**src/rtl/execute_stage.sv**
```systemverilog
// EX stage of a 5-stage RV32 pipeline: operand forwarding, ALU, branch resolution and EX/MEM register.
// Optional signed set-less-than on ALUControlE=101 is enabled by defining EXEC_SLT_EN.
module execute_stage (
    input  logic        clk,
    input  logic        rst,
    input  logic        RegWriteE,
    input  logic        ALUSrcE,
    input  logic        MemWriteE,
    input  logic        ResultSrcE,
    input  logic        BranchE,
    input  logic [2:0]  ALUControlE,
    input  logic [31:0] RD1_E,
    input  logic [31:0] RD2_E,
    input  logic [31:0] Imm_Ext_E,
    input  logic [4:0]  RD_E,
    input  logic [31:0] PCE,
    input  logic [1:0]  ForwardAE,
    input  logic [1:0]  ForwardBE,
    input  logic [31:0] ResultW,
    output logic        PCSrcE,
    output logic [31:0] PCTargetE,
    output logic        RegWriteM,
    output logic        MemWriteM,
    output logic        ResultSrcM,
    output logic [4:0]  RD_M,
    output logic [31:0] WriteDataM,
    output logic [31:0] ALU_ResultM
);

    typedef enum logic [2:0] {
        ALU_ADD = 3'b000,
        ALU_SUB = 3'b001,
        ALU_AND = 3'b010,
        ALU_OR  = 3'b011,
        ALU_SLT = 3'b101
    } alu_op_e;

    logic        r_reg_write;
    logic        r_mem_write;
    logic        r_result_src;
    logic [4:0]  r_rd;
    logic [31:0] r_write_data;
    logic [31:0] r_alu_result;

    logic [31:0] w_src_a;
    logic [31:0] w_fwd_b;
    logic [31:0] w_src_b;
    logic [31:0] w_alu_result;
    logic        w_zero;

    // Select 10 reads the EX/MEM register, i.e. the previous instruction's result.
    always_comb begin
        w_src_a = RD1_E;
        unique case (ForwardAE)
            2'b01:   w_src_a = ResultW;
            2'b10:   w_src_a = r_alu_result;
            default: w_src_a = RD1_E;
        endcase
    end

    always_comb begin
        w_fwd_b = RD2_E;
        unique case (ForwardBE)
            2'b01:   w_fwd_b = ResultW;
            2'b10:   w_fwd_b = r_alu_result;
            default: w_fwd_b = RD2_E;
        endcase
    end

    assign w_src_b = ALUSrcE ? Imm_Ext_E : w_fwd_b;

    always_comb begin
        w_alu_result = '0;
        case (ALUControlE)
            ALU_ADD: w_alu_result = w_src_a + w_src_b;
            ALU_SUB: w_alu_result = w_src_a - w_src_b;
            ALU_AND: w_alu_result = w_src_a & w_src_b;
            ALU_OR:  w_alu_result = w_src_a | w_src_b;
`ifdef EXEC_SLT_EN
            ALU_SLT: w_alu_result = {31'd0, ($signed(w_src_a) < $signed(w_src_b))};
`endif
            default: w_alu_result = '0;
        endcase
    end

    assign w_zero    = (w_alu_result == '0);
    assign PCSrcE    = BranchE & w_zero;
    assign PCTargetE = PCE + Imm_Ext_E;

    always_ff @(posedge clk or negedge rst) begin
        if (!rst) begin
            r_reg_write  <= 1'b0;
            r_mem_write  <= 1'b0;
            r_result_src <= 1'b0;
            r_rd         <= '0;
            r_write_data <= '0;
            r_alu_result <= '0;
        end else begin
            r_reg_write  <= RegWriteE;
            r_mem_write  <= MemWriteE;
            r_result_src <= ResultSrcE;
            r_rd         <= RD_E;
            r_write_data <= w_fwd_b;
            r_alu_result <= w_alu_result;
        end
    end

    assign RegWriteM   = r_reg_write;
    assign MemWriteM   = r_mem_write;
    assign ResultSrcM  = r_result_src;
    assign RD_M        = r_rd;
    assign WriteDataM  = r_write_data;
    assign ALU_ResultM = r_alu_result;

endmodule
```
**config.mk**
```make
export PLATFORM = sky130hd
export DESIGN_NAME = execute_stage
export DESIGN_NICKNAME = d
export VERILOG_FILES = /design/src/rtl/execute_stage.sv
export SDC_FILE = /design/constraint.sdc
export NUM_CORES = 1
export LEC_CHECK = 0
export ABC_AREA = 1
export CAP_MARGIN = 20
export CORE_ASPECT_RATIO = 1.5
export CORE_MARGIN = 5
export CORE_UTILIZATION = 35
export CTS_BUF_LIST = sky130_fd_sc_hd__clkbuf_2
export CTS_CLUSTER_DIAMETER = 150
export DETAILED_ROUTE_END_ITERATION = 12
export GPL_TIMING_DRIVEN = 0
export SYNTH_ARGS = -nofsm -noshare
export SYNTH_HDL_FRONTEND = slang
export SYNTH_SLANG_ARGS = --single-unit
```
**constraint.sdc**
```tcl
create_clock -name clk -period 5.48 [get_ports clk]
set_input_delay 1.096 -clock clk [delete_from_list [all_inputs] [get_ports clk]]
set_output_delay 1.096 -clock clk [all_outputs]
set_load 0.05 [all_outputs]
```
==> results.sh <==
export IMPL_hpwl_um=38600
export IMPL_wl_per_cell_um=20.2
export IMPL_final_common_cell="nand2_1"
export IMPL_irDropWorstVdd_mv=0.130
export IMPL_via_per_inst=5.20
export IMPL_port_buffers=282
export IMPL_power_density_nw_per_um2=255
export IMPL_async_flop_share_pct=100
export IMPL_cts_max_path_buffers=2
export IMPL_cts_buffers=9
export IMPL_hold_slack_ns=0.605
export IMPL_status="complete, but fails checks"
export IMPL_grt_pass1_vias=11600
export IMPL_rr_startpoint="ALU_ResultM[1]"
export IMPL_timing_final_hold_violations=0
export IMPL_crit_required_ns=5.89
export IMPL_place_congestion=0.965
export IMPL_setup_violations=2
export IMPL_synth_area_um2=9470
export IMPL_core_area_um2=26600
export IMPL_hold_path_startpoint="ALU_ResultM[6]"
export IMPL_clock_latency_ns=0.51
export IMPL_final_cell_mix="nand2_1 (453), clkdlybuf4s50_1 (264), inv_1 (192)"
export IMPL_pre_cts_slack_ns=-3.00
export IMPL_ys_warn_count=0
export IMPL_netlist_area_leader_share_pct=19.2
export IMPL_cp_max_fo=5
export IMPL_path_common_cell="buf_4"
export IMPL_rsz0062_at_grt="true"
export IMPL_synth_edf_count=0
export IMPL_drt_total_wl_um=45900
export IMPL_max_slew_margin_pct=36.7
export IMPL_fmaxAchievable_mhz=154
export IMPL_endpoint_kind="flip-flop"
export IMPL_grt_pass1_wl_um=66600
export IMPL_rows=73
export IMPL_area_growth_synth_to_final_pct=51.2
export IMPL_drv_slew=0
export IMPL_ys_types=52
export IMPL_seq_area_frac_synth_pct=19.0
export IMPL_fin_crit_ns=6.48
export IMPL_syn_nets=1825
export IMPL_antenna_found_initial=2
export IMPL_nets=2188
export IMPL_worstSetupStartpoint="ForwardBE[0]"
export IMPL_ys_top_cells_by_area="nand2_1 (19%), dfrtp_1 (19%), ha_1 (9.9%)"
export IMPL_dp_cells=2188
export IMPL_cp_start_kind="input port"
export IMPL_grt_max_degree=73
export IMPL_critPathBufInv=28
export IMPL_ys_ff_latch=72
export IMPL_die_area_um2=30500
export IMPL_hold_class="reg -> reg"
export IMPL_die_y_um=211
export IMPL_max_slew_worst_pin_slew_ns=0.946
export IMPL_synth_ff_type="dfrtp_1"
export IMPL_route_detailed_drc=0
export IMPL_failed_checks="setup timing"
export IMPL_yosys_area_top_type="nand2_1"
export IMPL_grt_total_usage_pct=28.7
export IMPL_finalCritPeriodShare_pct=118
export IMPL_postLayoutCoreUtil_pct=53.9
export IMPL_cts_sinks=72
export IMPL_ioPinCount=284
export IMPL_synth_avg_cell_area_um2=6.04
export IMPL_vias=11800
export IMPL_die_width_um=144
export IMPL_worstSetupPathType="in -> reg"
export IMPL_grt_overflow=0
export IMPL_worst_slack_ns=-1.00
export IMPL_drive_gt1_share_pct=17.5
export IMPL_layout_cells_non_filler=2275
export IMPL_syn_inst=1569
export IMPL_antenna_left=0
export IMPL_path_clk_slew_ns=0.21
export IMPL_drt_pass1_iter_count=7
export IMPL_cts_tree="done"
export IMPL_p_leak_nw=6.98
export IMPL_crit_arrival_ns=6.90
export IMPL_max_stage_delay_ns=0.32
export IMPL_start_util_pct=35.6
export IMPL_cp_top_family="buffers and inverters"
export IMPL_clock_skew_ns=0.0252
export IMPL_htree_levels=3
export IMPL_cts_root_buf="clkbuf_2"
export IMPL_slowest_stage="ha_1"
export IMPL_max_cap_violations=0
export IMPL_drt_iter0_drc=752
-- worst paths after layout --
| path | end | slack (ns) | depth (start not counted) |
|---|---|---|---|
| max | ALU_ResultM[23] | -1.00 | 48 |
| min | WriteDataM[6] | 0.60 | 2 |
| max reg2reg | ALU_ResultM[23] | -0.38 | 44 |
| min reg2reg | WriteDataM[6] | 0.60 | 2 |
| max in group asynchronous | ALU_ResultM[15] | 4.20 | 1 |
| min in group asynchronous | RD_M[4] | 0.66 | 1 |
-- area by class of cell --
class / count / area (um2)
well taps: 337 / 422
clock inverters: 6 / 85.1
multi-input cells: 1243 / 7430
diodes: 2 / 5.00
repair buffers: 353 / 3410
fillers: 2703 / 12300
plain buffers: 43 / 314
inverters: 210 / 807
flip-flops and latches: 72 / 1800
clock buffers: 9 / 45.0
-- per-stage QoR --
stage | cell area, um2 | setup TNS (ns) | total power, W
floorplan | 9560 | -0.422 | 0.00214
global placement | 12800 | -13.81 | 0.00295
detailed placement | 12800 | -13.94 | 0.00296
CTS | 14000 | -1.77 | 0.00353
global route | 14300 | -2.35 | 0.00387
finish | 14300 | -2.00 | 0.00364
-- power by group --
part / switching [W] / internal, W / leakage (nW)
Clock: 0.000191 / 0.000147 / 0.0738
Combinational: 0.00170 / 0.000949 / 6.00
Sequential: 0.0000528 / 0.000606 / 0.904
Total: 0.00194 / 0.00170 / 6.98
-- worst reg2reg max path, delay by kind of cell (launching register included) --
family | cells | cell delay (ns)
DFF | 1 | 0.46
buffers and inverters | 23 | 2.72
and+or+nand+nor | 16 | 1.57
xor gates and xnor gates | 1 | 0.18
AOI/OAI and AO/OA | 2 | 0.33
adders and majority gates | 2 | 0.49
-- cells by family (layout without fill, tap and decap cells) --
kind of cell,after synthesis,in the layout,share of synthesized area (%)
flip-flops,72,72,19.0
AND/OR/NAND/NOR,833,833,37.6
AO/OA/AOI/OAI,274,274,16.5
buffers and inverters,254,621,11.0
XOR/XNOR,59,59,5.46
other,0,2,0
adder cells (fa/ha/maj),77,77,10.3
-- repair_timing --
| action | 4_1_cts | 5_1_grt |
|---|---|---|
| gates resized for setup | 208 | 86 |
| endpoints found under the setup margin | 21 | 10 |
| pin swaps | 79 | 39 |
| gates cloned | 1 | 0 |
| setup buffers | 58 | 13 |
| hold buffers | 0 | 0 |
-- flip-flops by register name, summed over array words and instances, names as in the netlist --
signal and flops:
ResultSrcM 1, MemWriteM 1, ALU_ResultM 32, RD_M 5, RegWriteM 1, WriteDataM 32
-- layer usage --
layer	GRT usage, %	up-vias	part of all wire [%]
met1	34.1	5460	39
met4	10.7	0	4.0
met3	2.78	84	5.5
met2	52.5	465	51
li1	-	5832	-
met5	0	-	0
-- synthesized netlist by cell type, types with 5 or more instances --
cell / n
xor2_1: 42
a21oi_1: 77
or2_2: 23
o21ai_0: 115
a21boi_0: 8
nor3_1: 8
buf_4: 5
dfrtp_1: 72
nor2_1: 129
o211ai_1: 20
buf_6: 8
a21o_1: 5
nand3b_1: 5
a31oi_1: 10
nand4_1: 23
clkbuf_1: 20
ha_1: 75
nand2_1: 484
buf_2: 8
inv_1: 203
xnor2_1: 17
nand2_2: 5
o21ai_1: 13
nand3_1: 135
No activity file was read; power rests on OpenSTA's default activity.
